**src/rtl/sram_port_arbiter.sv**
```systemverilog
// Two-requester SRAM port arbiter: VGA-priority with renderer anti-starvation,
// a one-entry command slot and an owner FIFO that routes in-order read returns.
module sram_port_arbiter #(
  parameter int unsigned ADDR_W          = 20,
  parameter int unsigned DATA_W          = 32,
  parameter int unsigned STARVE_LIMIT    = 8,
  parameter int unsigned MAX_OUTSTANDING = 4
) (
  input  logic              clk,
  input  logic              rst,
  input  logic              vga_req,
  input  logic [ADDR_W-1:0] vga_addr,
  output logic              vga_ack,
  output logic [DATA_W-1:0] vga_rdata,
  output logic              vga_rvalid,
  input  logic              rnd_req,
  input  logic              rnd_we,
  input  logic [ADDR_W-1:0] rnd_addr,
  input  logic [DATA_W-1:0] rnd_wdata,
  output logic              rnd_ack,
  output logic [DATA_W-1:0] rnd_rdata,
  output logic              rnd_rvalid,
  output logic              mem_cmd_valid,
  output logic              mem_cmd_we,
  output logic [ADDR_W-1:0] mem_cmd_addr,
  output logic [DATA_W-1:0] mem_cmd_wdata,
  input  logic              mem_cmd_ready,
  input  logic [DATA_W-1:0] mem_rdata,
  input  logic              mem_rvalid,
  output logic              err_unexpected
);

  localparam int unsigned PTR_W = $clog2(MAX_OUTSTANDING);
  localparam int unsigned CNT_W = PTR_W + 1;
  localparam int unsigned STV_W = $clog2(STARVE_LIMIT + 1);

  typedef enum logic {IDLE, BUSY} state_e;

  state_e              state_q, state_d;
  logic                cmd_we_q, cmd_we_d;
  logic [ADDR_W-1:0]   cmd_addr_q, cmd_addr_d;
  logic [DATA_W-1:0]   cmd_wdata_q, cmd_wdata_d;
  logic [PTR_W-1:0]    wr_ptr_q, wr_ptr_d, rd_ptr_q, rd_ptr_d;
  logic [CNT_W-1:0]    cnt_q, cnt_d;
  logic [STV_W-1:0]    starve_q, starve_d;
  logic                err_q, err_d;
  logic                owner_q [MAX_OUTSTANDING];

  logic slot_free, rd_ok, vga_elig, rnd_elig, starve_hit;
  logic grant_vga, grant_rnd, push, pop, head_owner;

  assign slot_free  = (state_q == IDLE) || mem_cmd_ready;
  assign rd_ok      = cnt_q < CNT_W'(MAX_OUTSTANDING);
  assign vga_elig   = vga_req && rd_ok;
  assign rnd_elig   = rnd_req && (rnd_we || rd_ok);
  assign starve_hit = starve_q >= STV_W'(STARVE_LIMIT);

  // State register
  always_ff @(posedge clk or posedge rst) begin
    if (rst) state_q <= IDLE;
    else     state_q <= state_d;
  end

  // Next-state: a free slot is refilled by a winner or drains to IDLE
  always_comb begin
    state_d = state_q;
    if (slot_free) state_d = (grant_vga || grant_rnd) ? BUSY : IDLE;
  end

  // Grant outputs: VGA first unless the renderer has waited long enough
  always_comb begin
    grant_vga = 1'b0;
    grant_rnd = 1'b0;
    if (!rst && slot_free) begin
      if (rnd_elig && (starve_hit || !vga_elig)) grant_rnd = 1'b1;
      else if (vga_elig)                         grant_vga = 1'b1;
    end
  end

  assign push       = grant_vga || (grant_rnd && !rnd_we);
  assign pop        = mem_rvalid && (cnt_q != '0);
  assign head_owner = owner_q[rd_ptr_q];

  always_comb begin
    cmd_we_d    = cmd_we_q;
    cmd_addr_d  = cmd_addr_q;
    cmd_wdata_d = cmd_wdata_q;
    wr_ptr_d    = wr_ptr_q;
    rd_ptr_d    = rd_ptr_q;
    cnt_d       = cnt_q;
    starve_d    = starve_q;
    err_d       = err_q;
    if (grant_vga) begin
      cmd_we_d    = 1'b0;
      cmd_addr_d  = vga_addr;
      cmd_wdata_d = '0;
    end else if (grant_rnd) begin
      cmd_we_d    = rnd_we;
      cmd_addr_d  = rnd_addr;
      cmd_wdata_d = rnd_wdata;
    end
    if (push) wr_ptr_d = wr_ptr_q + PTR_W'(1);
    if (pop)  rd_ptr_d = rd_ptr_q + PTR_W'(1);
    if (push && !pop)      cnt_d = cnt_q + CNT_W'(1);
    else if (!push && pop) cnt_d = cnt_q - CNT_W'(1);
    if (grant_rnd)                   starve_d = '0;
    else if (rnd_req && !starve_hit) starve_d = starve_q + STV_W'(1);
    if (mem_rvalid && (cnt_q == '0)) err_d = 1'b1;
  end

  always_ff @(posedge clk or posedge rst) begin
    if (rst) begin
      cmd_we_q    <= 1'b0;
      cmd_addr_q  <= '0;
      cmd_wdata_q <= '0;
      wr_ptr_q    <= '0;
      rd_ptr_q    <= '0;
      cnt_q       <= '0;
      starve_q    <= '0;
      err_q       <= 1'b0;
    end else begin
      cmd_we_q    <= cmd_we_d;
      cmd_addr_q  <= cmd_addr_d;
      cmd_wdata_q <= cmd_wdata_d;
      wr_ptr_q    <= wr_ptr_d;
      rd_ptr_q    <= rd_ptr_d;
      cnt_q       <= cnt_d;
      starve_q    <= starve_d;
      err_q       <= err_d;
    end
  end

  // Owner storage needs no reset: occupancy alone says which entries are live
  always_ff @(posedge clk) begin
    if (push) owner_q[wr_ptr_q] <= grant_rnd;
  end

  assign vga_ack        = grant_vga;
  assign rnd_ack        = grant_rnd;
  assign vga_rvalid     = pop && !head_owner;
  assign rnd_rvalid     = pop && head_owner;
  assign vga_rdata      = vga_rvalid ? mem_rdata : '0;
  assign rnd_rdata      = rnd_rvalid ? mem_rdata : '0;
  assign mem_cmd_valid  = (state_q == BUSY);
  assign mem_cmd_we     = cmd_we_q;
  assign mem_cmd_addr   = cmd_addr_q;
  assign mem_cmd_wdata  = cmd_wdata_q;
  assign err_unexpected = err_q;

endmodule

```
**config.mk**
```make
export PLATFORM = sky130hd
export DESIGN_NAME = sram_port_arbiter
export DESIGN_NICKNAME = d
export VERILOG_FILES = /design/src/rtl/sram_port_arbiter.sv
export SDC_FILE = /design/constraint.sdc
export NUM_CORES = 1
export LEC_CHECK = 0
export CAP_MARGIN = 20
export CORE_ASPECT_RATIO = 0.9
export CORE_MARGIN = 1.5
export CORE_UTILIZATION = 37
export CTS_BUF_LIST = sky130_fd_sc_hd__clkbuf_4
export DETAILED_ROUTE_END_ITERATION = 6
export GPL_ROUTABILITY_DRIVEN = 0
export PLACE_DENSITY = 0.83
export SYNTH_ARGS = -nofsm -noshare
export SYNTH_HDL_FRONTEND = slang
export SYNTH_SLANG_ARGS = --single-unit
```
**constraint.sdc**
```tcl
create_clock -name clk -period 5.5 [get_ports clk]
set_clock_uncertainty 0.2 [all_clocks]
set_input_delay 1.1 -clock clk [delete_from_list [all_inputs] [get_ports clk]]
set_output_delay 1.1 -clock clk [all_outputs]
set_load 0.05 [all_outputs]
```
==> run metrics <==
status=finished, final reports clean; Power Dens Cells=585 mW/mm^2; Synth Flop Type=dfrtp_1; drt initial violations=208; worst-case clock buffer depth=2; fin area=0.00593 mm^2; fin crit share=0.850; total gr overflow=0; Setup crit end kind=output port; setup bufs post-CTS=0; Post-Route WL=10900 um; crit path kind=input port to output port; hold buffers post-CTS=0; WL per Instance=16.0 um; die area=0.00986 mm^2; # H-tree levels=3; mux contribution to synthesized area=0.0131; cell accounting for the most synthesized area=dfrtp_1; antenna viol nets, final=0; crit path max fanout=22; clock latency on the worst-skew pair=0.39 ns; post-CTS sizing=0; vias=3377; GRT Resource Usage Total=0.220; Tot Pwr=3470 uW; Inserted Clock Buffers=9; I/O pin count=234; post-place instance area=0.00582 mm^2; Yosys warning total=0; fin cells=679; diode count=0; Synth area leaders=dfrtp_1, a22o_1, and3_1; relative slew slack=0.382; vias per inst=4.97; CP cell instances=clkdlybuf4s50_1 > inv_2 > o311ai_4 > buf_4 > nor4b_2 > clkdlybuf4s50_1; largest family of logic cells by synthesized area=compound AO/OA/AOI/OAI gates; Storage cell area=0.00177 mm^2; Final Hold Viols=0; setup_tns=0 ns; # fillers=705; Worst-Margin Slew=0.928 ns; data required time of the worst path=4.20 ns; clock root buffer=clkbuf_4; count of pins over their slew limit=0; slowest stage delay, CP=0.85 ns; f_max=214 MHz; Syn Nets=454; Critical Path AT=3.38 ns; top cell type's share of synthesized area=0.481; synthesized flop and latch total=70; DIE WIDTH=105 um; leakage power=0.00257 uW; Synth Instances=335; Multi-input gate area=0.00150 mm^2; Post-Syn Area=0.00343 mm^2; hold path endpoint=err_unexpected; worst r2r src=mem_cmd_valid; final worst path period need=4.68 ns; hpwl dp=8240 um; CP Launch Type=input port; worst hold stages=1; cells on worst reg2reg path=9; antenna violations before repair=0; # setup viols final=0; Max VDD drop=0.000364 V; HP Start=err_unexpected; RSZ-0062 raised after global routing=no; largest net degree at the start of global routing=68; ys async rst share=0.943; # nets final=671; Worst-path clk slew=0.11 ns; Chip Height=94.4 um; CTS tree=done; number of synthesized flops with an enable pin=4; cell repeated most along the worst path=clkdlybuf4s50_1; Worst Hold Class=flip-flop to flip-flop; first drt pass iteration count=4; layout cells sized above 1=0.0539; average size of a mapped cell=10.2 um^2; Core Area=0.00904 mm^2; post-synthesis simple-gate area fraction=0.174; R2R Path End=cnt_q[2]; number of global-route vias before repair=3320; post-synthesis compound-gate area fraction=0.192; Post-Synth XOR/XNOR Area=0.0204; Netlist cell types=32; DRC violations left=0; area delta synth->final=72.9%; R2R Setup Slk=3.01 ns; Post-Synth Adder-Cell Area=0.0314; Initial Util=0.380; first-pass GRT wire length=16800 um; Port Buffer Count=233; clk sink count=70; sequential share of the synthesized area=0.516; placed cells=663; row count=33; Max-cap violations=0; critical path's slowest cell=clkdlybuf4s50_1
==> state kept, by name (all words and copies together), names as in the netlist <==
register	flops
mem_cmd_we	1
wr_ptr_q	2
mem_cmd_valid	1
rd_ptr_q	2
owner_q	4
mem_cmd_wdata	32
mem_cmd_addr	20
cnt_q	3
err_unexpected	1
starve_q	4
==> Yosys cell counts (all sizes together) (4+ instances only) <==
master / number
and3: 32
xnor2: 5
ha: 7
clkbuf: 17
and2: 6
buf: 15
dfrtp: 66
edfxtp: 4
a2bb2oi: 20
nand2: 39
o22ai: 20
nor2: 40
a22o: 33
inv: 8
==> how the worst max path moves through the flow <==
stage | start | endpoint | slack, ns
2_1_floorplan | rst | vga_ack | 0.38
3_3_place_gp | vga_req | vga_ack | 0.85
3_5_place_dp | vga_req | vga_ack | 0.81
4_1_cts | vga_req | vga_ack | 0.82
5_1_grt | vga_req | vga_ack | 0.73
6_report | vga_req | vga_ack | 0.82
==> through the flow <==
step	worst slack [ns]	hold WS [ns]	util
final	0.823	0.283	0.656
after global routing	0.727	0.326	0.656
after CTS	0.816	0.285	0.656
after detailed placement	0.813	0.258	0.643
after global placement	0.853	0.242	0.643
after floorplan	0.377	0.253	-
==> worst max-delay path: cells and delay by family <==
family                 cells  cell delay (ns)
buffers and inverters      4             1.77
AOI/OAI and AO/OA          1             0.26
and+or+nand+nor            1             0.23
==> cell type report <==
class | instances | share of cell area
inverters | 8 | 0.00506
clock buffers | 9 | 0.0114
flip-flops and latches | 70 | 0.299
multi-input cells | 225 | 0.252
clock inverters | 7 | 0.00822
well taps | 122 | 0.0257
repair buffers | 238 | 0.399
==> cell families after synthesis <==
logic type,Yosys count
buf+inv,40
xor+xnor,8
fa+ha+maj,8
simple gates,126
compound gates,80
flops,70
mux,3
==> placed cells by master (no fill, tap or decap), types with 7 or more instances in the layout <==
cell             Yosys  layout
clkdlybuf4s50_1      0     232
ha_1                 7       7
o22ai_1             20      20
clkbuf_4             0       9
dfrtp_1             66      66
and3_1              32      32
nor2_1              40      39
a22o_1              33      33
nand2_1             39      39
a2bb2oi_1           20      20
==> where the power goes <==
| group | leakage [uW] | switching [uW] | internal [uW] |
|---|---|---|---|
| clock network | 0.0000576 | 186 | 92.7 |
| registers | 0.000839 | 163 | 741 |
| logic | 0.00167 | 1480 | 813 |
==> per-layer routing <==
layer / track usage / up-vias / wire [um]
met4: 0.111 / 0 / 393
li1: - / 1622 / -
met2: 0.374 / 176 / 5170
met3: 0.0732 / 26 / 996
met1: 0.251 / 1553 / 4290
met5: 0 / - / 0
Power figures use the tool's default switching activity.
